`config.mk`:
```
export PLATFORM = sky130hd
export DESIGN_NAME = sha1_msg_padder_flat
export DESIGN_NICKNAME = d
export VERILOG_FILES = /design/src/rtl/sha1_msg_padder_if.sv /design/src/rtl/sha1_msg_padder.sv /design/src/flat_wrapper.sv
export SDC_FILE = /design/constraint.sdc
export NUM_CORES = 1
export LEC_CHECK = 0
export CAP_MARGIN = 20
export CORE_MARGIN = 1
export CORE_UTILIZATION = 45
export CTS_CLUSTER_DIAMETER = 30
export DETAILED_ROUTE_END_ITERATION = 16
export PLACE_DENSITY_LB_ADDON = 0.15
export SLEW_MARGIN = 20
export SYNTH_ARGS = -nofsm -noshare
export SYNTH_HDL_FRONTEND = slang
export SYNTH_SLANG_ARGS = --single-unit
export TNS_END_PERCENT = 5
```
`constraint.sdc`:
```
create_clock -name clk -period 6.5 [get_ports clk]
set_input_delay 0.975 -clock clk [delete_from_list [all_inputs] [get_ports clk]]
set_output_delay 0.975 -clock clk [all_outputs]
set_load 0.1 [all_outputs]
```
`src/rtl/sha1_msg_padder_if.sv`:
```
// Handshake bundle between a message producer and the SHA-1 padder.
// The master side feeds message words and consumes padded blocks; the
// slave side is the padder itself.
interface sha1_msg_padder_if;
  logic [31:0]  in_data;
  logic [2:0]   in_bytes;
  logic         in_last;
  logic         in_valid;
  logic         in_ready;
  logic [511:0] out_block;
  logic         out_first;
  logic         out_last;
  logic         out_valid;
  logic         out_ready;

  modport master (
    output in_data, in_bytes, in_last, in_valid, out_ready,
    input  in_ready, out_block, out_first, out_last, out_valid
  );

  modport slave (
    input  in_data, in_bytes, in_last, in_valid, out_ready,
    output in_ready, out_block, out_first, out_last, out_valid
  );
endinterface

```
`src/rtl/sha1_msg_padder.sv`:
```
// SHA-1 message padder: collects 32-bit message words into 512-bit blocks,
// appends the 0x80 marker, zero fill and the 64-bit big-endian bit length,
// and flags the first and last block of each message.
// Optional feature macro: SHA1_PAD_BYTESWAP_EN (byte-reverse in_data on entry,
// so the first message byte arrives in [7:0]).
module sha1_msg_padder #(
  parameter int LEN_W = 64
) (
  input  logic                 clk,
  input  logic                 rst_n,
  sha1_msg_padder_if.slave     padIf
);

  typedef enum logic [1:0] {LOAD, PAD, LEN, EMIT} state_t;

  state_t             state_q, state_d;
  logic [3:0]         widx_q, widx_d;
  logic [LEN_W-1:0]   len_q, len_d;
  logic [15:0][31:0]  blk_q, blk_d;
  logic               first_q, first_d;
  logic               last_q, last_d;
  logic               pad_q, pad_d;
  logic               mark_q, mark_d;
  logic               armed_q;

  logic [31:0]        inWord;
  logic [31:0]        loadWord;
  logic [31:0]        wordVal;
  logic               wrWord;
  logic               accept;
  logic [63:0]        len64;

  assign padIf.in_ready  = armed_q && (state_q == LOAD);
  assign padIf.out_valid = (state_q == EMIT);
  assign padIf.out_block = blk_q;
  assign padIf.out_first = first_q;
  assign padIf.out_last  = last_q;

  assign accept = padIf.in_valid && padIf.in_ready;
  assign len64  = 64'(len_q);

  // Normalise the incoming word, clear bytes past in_bytes and drop in the marker on a short last word
  always_comb begin
`ifdef SHA1_PAD_BYTESWAP_EN
    inWord = {padIf.in_data[7:0], padIf.in_data[15:8],
              padIf.in_data[23:16], padIf.in_data[31:24]};
`else
    inWord = padIf.in_data;
`endif
    loadWord = '0;
    for (int k = 0; k < 4; k++) begin
      if (3'(k) < padIf.in_bytes) begin
        loadWord[31-8*k -: 8] = inWord[31-8*k -: 8];
      end else if (padIf.in_last && (3'(k) == padIf.in_bytes)) begin
        loadWord[31-8*k -: 8] = 8'h80;
      end
    end
  end

  // Next-state logic: word writes, length accumulation, block sequencing
  always_comb begin
    state_d = state_q;
    widx_d  = widx_q;
    len_d   = len_q;
    blk_d   = blk_q;
    first_d = first_q;
    last_d  = last_q;
    pad_d   = pad_q;
    mark_d  = mark_q;
    wordVal = '0;
    wrWord  = 1'b0;

    case (state_q)
      LOAD: begin
        if (accept) begin
          wordVal = loadWord;
          wrWord  = 1'b1;
          len_d   = len_q + LEN_W'({padIf.in_bytes, 3'b000});
          if (padIf.in_last) begin
            pad_d = 1'b1;
            if (padIf.in_bytes < 3'd4) mark_d = 1'b1;
          end
        end
      end
      PAD: begin
        wordVal = mark_q ? 32'h0000_0000 : 32'h8000_0000;
        wrWord  = 1'b1;
        mark_d  = 1'b1;
      end
      LEN: begin
        blk_d[1] = len64[63:32];
        blk_d[0] = len64[31:0];
        last_d   = 1'b1;
        state_d  = EMIT;
      end
      EMIT: begin
        if (padIf.out_ready) begin
          widx_d  = 4'd0;
          first_d = 1'b0;
          if (last_q) begin
            len_d   = '0;
            first_d = 1'b1;
            last_d  = 1'b0;
            pad_d   = 1'b0;
            mark_d  = 1'b0;
            state_d = LOAD;
          end else if (pad_q) begin
            state_d = PAD;
          end else begin
            state_d = LOAD;
          end
        end
      end
      default: state_d = LOAD;
    endcase

    if (wrWord) begin
      blk_d[4'd15 - widx_q] = wordVal;
      if (!pad_d) begin
        if (widx_q == 4'd15) begin
          state_d = EMIT;
        end else begin
          state_d = LOAD;
          widx_d  = widx_q + 4'd1;
        end
      end else if (mark_d) begin
        if (widx_q == 4'd13) begin
          state_d = LEN;
        end else if (widx_q == 4'd15) begin
          state_d = EMIT;
        end else begin
          state_d = PAD;
          widx_d  = widx_q + 4'd1;
        end
      end else begin
        if (widx_q == 4'd15) begin
          state_d = EMIT;
        end else begin
          state_d = PAD;
          widx_d  = widx_q + 4'd1;
        end
      end
    end
  end

  // State registers; in_ready is held off until the first edge after reset release
  always_ff @(posedge clk or negedge rst_n) begin
    if (!rst_n) begin
      state_q <= LOAD;
      widx_q  <= '0;
      len_q   <= '0;
      blk_q   <= '0;
      first_q <= 1'b1;
      last_q  <= 1'b0;
      pad_q   <= 1'b0;
      mark_q  <= 1'b0;
      armed_q <= 1'b0;
    end else begin
      state_q <= state_d;
      widx_q  <= widx_d;
      len_q   <= len_d;
      blk_q   <= blk_d;
      first_q <= first_d;
      last_q  <= last_d;
      pad_q   <= pad_d;
      mark_q  <= mark_d;
      armed_q <= 1'b1;
    end
  end

endmodule

```
`src/flat_wrapper.sv`:
```
// flat-port wrapper written by rule: the top's interface ports become plain ports
module sha1_msg_padder_flat 
#(
  parameter int LEN_W = 64
)
  (clk, rst_n, padIf_in_data, padIf_in_bytes, padIf_in_last, padIf_in_valid, padIf_out_ready, padIf_in_ready, padIf_out_block, padIf_out_first, padIf_out_last, padIf_out_valid);
  sha1_msg_padder_if padIf_i ();
  input  logic clk;
  input  logic rst_n;
  input wire logic [$bits(padIf_i.in_data)-1:0] padIf_in_data;
  input wire logic [$bits(padIf_i.in_bytes)-1:0] padIf_in_bytes;
  input wire logic [$bits(padIf_i.in_last)-1:0] padIf_in_last;
  input wire logic [$bits(padIf_i.in_valid)-1:0] padIf_in_valid;
  input wire logic [$bits(padIf_i.out_ready)-1:0] padIf_out_ready;
  output wire logic [$bits(padIf_i.in_ready)-1:0] padIf_in_ready;
  output wire logic [$bits(padIf_i.out_block)-1:0] padIf_out_block;
  output wire logic [$bits(padIf_i.out_first)-1:0] padIf_out_first;
  output wire logic [$bits(padIf_i.out_last)-1:0] padIf_out_last;
  output wire logic [$bits(padIf_i.out_valid)-1:0] padIf_out_valid;
  assign padIf_i.in_data = padIf_in_data;
  assign padIf_i.in_bytes = padIf_in_bytes;
  assign padIf_i.in_last = padIf_in_last;
  assign padIf_i.in_valid = padIf_in_valid;
  assign padIf_i.out_ready = padIf_out_ready;
  assign padIf_in_ready = padIf_i.in_ready;
  assign padIf_out_block = padIf_i.out_block;
  assign padIf_out_first = padIf_i.out_first;
  assign padIf_out_last = padIf_i.out_last;
  assign padIf_out_valid = padIf_i.out_valid;
  sha1_msg_padder #(.LEN_W(LEN_W)) u_core (.clk(clk), .rst_n(rst_n), .padIf(padIf_i));
endmodule
```
==> reports/qor.yml <==
final_layout:
  fin_nets: 2862
  drive_gt1_share_pct: 10.8
  post_layout_instance_area_um2: 34100
  final_common_cell: "dfrtp_1"
  num-fill-cells: 3815
  area_growth_synth_to_finish_pct: 46.6
  finish.utilization_pct: 67.4
  most-common-layout-cells: "dfrtp_1 (583), clkdlybuf4s50_1 (547), nand2_1 (511)"
  multi_input_area_um2: 8020
  sequential_area_um2: 14600
worst_setup_path:
  endpoint_kind: "output pin"
  critPathKind: "reg2out"
  worst_path_max_delay_cell: "clkdlybuf4s50_1"
  timing.critical_path.arrival_ns: 3.06
  critical_path.max_fanout: 19
  critical-path-max-stage-delay_ns: 1.28
  timing.reg2reg.worst_path_depth: 6
  crit_path_cell_trace: "ha_1 -> clkdlybuf4s50_1"
  register_to_register_setup_slack_ns: 2.84
  worstReg2RegStart: "u_core.state_q[0]$_DFFE_PN0P_"
  timing.critical_path.required_ns: 5.52
  timing.critical_path.from_type: "flop"
  r2r-end: "u_core.len64[44]$_DFFE_PN0P_"
placed_design:
  port_buffers: 555
  routabilityCongestion: 0.921
  place.detailed.hpwl_um: 56600
  dpl_cell_area_um2: 29200
clocking:
  cts_repair_resize_count: 0
  cts_num_sinks: 584
  tritoncts.num_buffers: 133
  worst_setup_hold_path_clk_slew_ns: 0.04
  max-clock-path-buffers: 3
  h-tree-depth: 4
  holdBufCountCts: 0
  cts_tree: "built"
  post_cts_buffers: 0
  clockRootBuffer: "clkbuf_16"
  clk-insertion-delay-late_ns: 0.71
power_and_ir_drop:
  intPower_uw: 10100
  power.switching_uw: 6410
  vdd.ir_drop.worst_v: 0.000265
  pwr_density_cell_nw_per_um2: 485
  sw_frac_of_total_pct: 38.8
  reg_power_share_pct: 26.3
  power.share.clock_pct: 43.1
  combinationalPowerShare_pct: 30.5
  p_leak_uw: 0.0148
global_routing:
  global_route.overflow_total: 0
  grt_antenna_before_repair: 1
  grt_pass1_vias: 20100
  grt_max_degree: 170
  global_route.usage.total_pct: 32.0
  wire_length_of_the_first_global_routing_pass_um: 126000
timing:
  final_hold_viols: 0
  final.setup.tns_ns: 0
  finalWorstPathRequiredPeriod_ns: 4.03
  achievable-frequency_mhz: 248
  rsz0062_at_grt: "no"
  setup_viol: 0
  timing.final.crit_share_pct: 62.0
  worstMarginPinSlew_ns: 1.16
  drv_slew: 0
  fin_skew_ns: 0.0367
  slew_headroom_pct: 22.2
floorplanning:
  floorplan.core_area_um2: 50600
  die_h_um: 229
  rows: 82
  boundaryPins: 556
  fp.dieW_um: 229
  die_ar_um2: 52600
  initial_utilization_pct: 46.0
drt:
  final_antenna_net_count: 0
  vias_per_cell: 5.50
  num_vias: 19800
  wirelength_um: 83500
  drt_pass1_iterations: 6
  drt_drc_violations_left: 0
  drt_first_iter_violations: 1619
  average_wire_per_cell_in_the_routed_design_um: 23.3
synthesis:
  synth_ff_type: "dfrtp_1"
  synth_enable_flop_cells: 0
  synth_nets: 2320
  netlist-cell-type-count: 61
  async_reset_ff_share_pct: 100
  share_of_synthesized_area_occupied_by_flip_flops_and_latches_pct: 62.8
  postSynthAreaPerCell_um2: 10.3
  synth_warnings: 0
  synthCells: 2268
  postSynthRegisterBits: 584
  post_synth_instance_area_um2: 23300
min_path:
  worstHoldPathType: "in2async"
run:
  max_cap_viols: 0
status:
  run_status: "completed"
## cells in the mapped netlist (all sizes together) (4+ instances only)
library cell	count	area, um^2
a21oi	65	325
a22o	4	35.0
and2	28	175
and3	12	75.1
and4	4	35.0
buf	6	45.0
clkbuf	158	604
dfrtp	583	14600
ha	11	138
inv	14	52.6
mux2	33	372
mux2i	64	641
nand2	517	1940
nand3	41	218
nand3b	11	82.6
nand4	27	175
nor2	68	255
nor2b	6	37.5
nor3	15	80.1
nor4	11	68.8
o211ai	6	45.0
o21a	4	30.0
o21ai	461	2310
o22ai	9	56.3
o31ai	19	143
or2	7	43.8
or3	13	82.6
or4	25	188
xnor2	6	52.6
xor2	13	114
## per-layer routing
layer	track usage [%]	wire length, um	up-vias
li1	-	-	8889
met1	38.5	32900	9898
met2	51.9	40500	791
met3	11.3	6880	173
met4	14.2	3260	0
met5	0	0	-
## worst max-delay path by stage
stage                                        startpoint                            to  cells past startpoint
after global routing      u_core.state_q[0]$_DFFE_PN0P_               padIf_out_valid                      2
after floorplan           u_core.state_q[0]$_DFFE_PN0P_  u_core.len64[57]$_DFFE_PN0P_                      8
after global placement                padIf_in_bytes[2]  u_core.len64[52]$_DFFE_PN0P_                      8
final                     u_core.state_q[0]$_DFFE_PN0P_               padIf_out_valid                      2
after detailed placement              padIf_in_bytes[2]  u_core.len64[48]$_DFFE_PN0P_                      8
after CTS                 u_core.state_q[0]$_DFFE_PN0P_               padIf_out_valid                      2
## power groups by stage
stage                     Sequential [uW]  Clock, uW  Combinational, uW
after global placement               4370          0               4980
final                                4350       7130               5050
after floorplan                      7010          0               1020
after CTS                            4350       7190               5040
after global routing                 4390       7390               5220
after detailed placement             4390          0               5020
## final cells by class
class	instances	area share, %
flip-flops and latches	584	42.9
multi-input cells	1504	23.5
repair buffers	573	16.8
clock buffers	174	11.2
clock inverters	66	2.97
well taps	672	2.47
inverters	14	0.154
diodes	3	0.0220
## sequential cells by signal, indices dropped and copies added (netlist names)
| register | cells |
|---|---|
| u_core.padIf.out_block | 512 |
| u_core.len64 | 61 |
| u_core.widx_q | 4 |
| u_core.state_q | 2 |
| u_core.armed_q | 1 |
| u_core.mark_q | 1 |
| u_core.padIf.out_first | 1 |
| u_core.padIf.out_last | 1 |
| u_core.pad_q | 1 |
## stage by stage
stage,worst slack [ns],std cells,hold slack [ns],total power [uW]
after floorplan,3.33,2268,0.465,8040
after global placement,2.17,3346,0.462,9340
after detailed placement,2.10,3346,0.469,9400
after CTS,2.45,3586,0.174,16600
after global routing,2.39,3588,0.200,17000
final,2.47,3590,0.191,16500
## kinds of logic (layout without fill, tap and decap cells)
| kind of cell | Yosys count | in the layout | share of synthesized area [%] |
|---|---|---|---|
| multiplexers | 97 | 97 | 4.35 |
| AND/OR/NAND/NOR | 790 | 790 | 15.0 |
| AO/OA/AOI/OAI | 585 | 585 | 13.2 |
| flip-flops | 584 | 584 | 62.8 |
| buffers and inverters | 180 | 827 | 3.10 |
| adder cells (fa/ha/maj) | 12 | 12 | 0.678 |
| XOR/XNOR | 19 | 19 | 0.716 |
| other | 1 | 4 | 0.0161 |
## worst max-delay path: cells and delay by family (launching register included)
kind	cells	cell delay (ns)
flip-flops	1	0.43
adder cells (fa/ha/maj)	1	0.66
buffers and inverters	1	1.28
No activity file was read; power rests on OpenSTA's default activity.
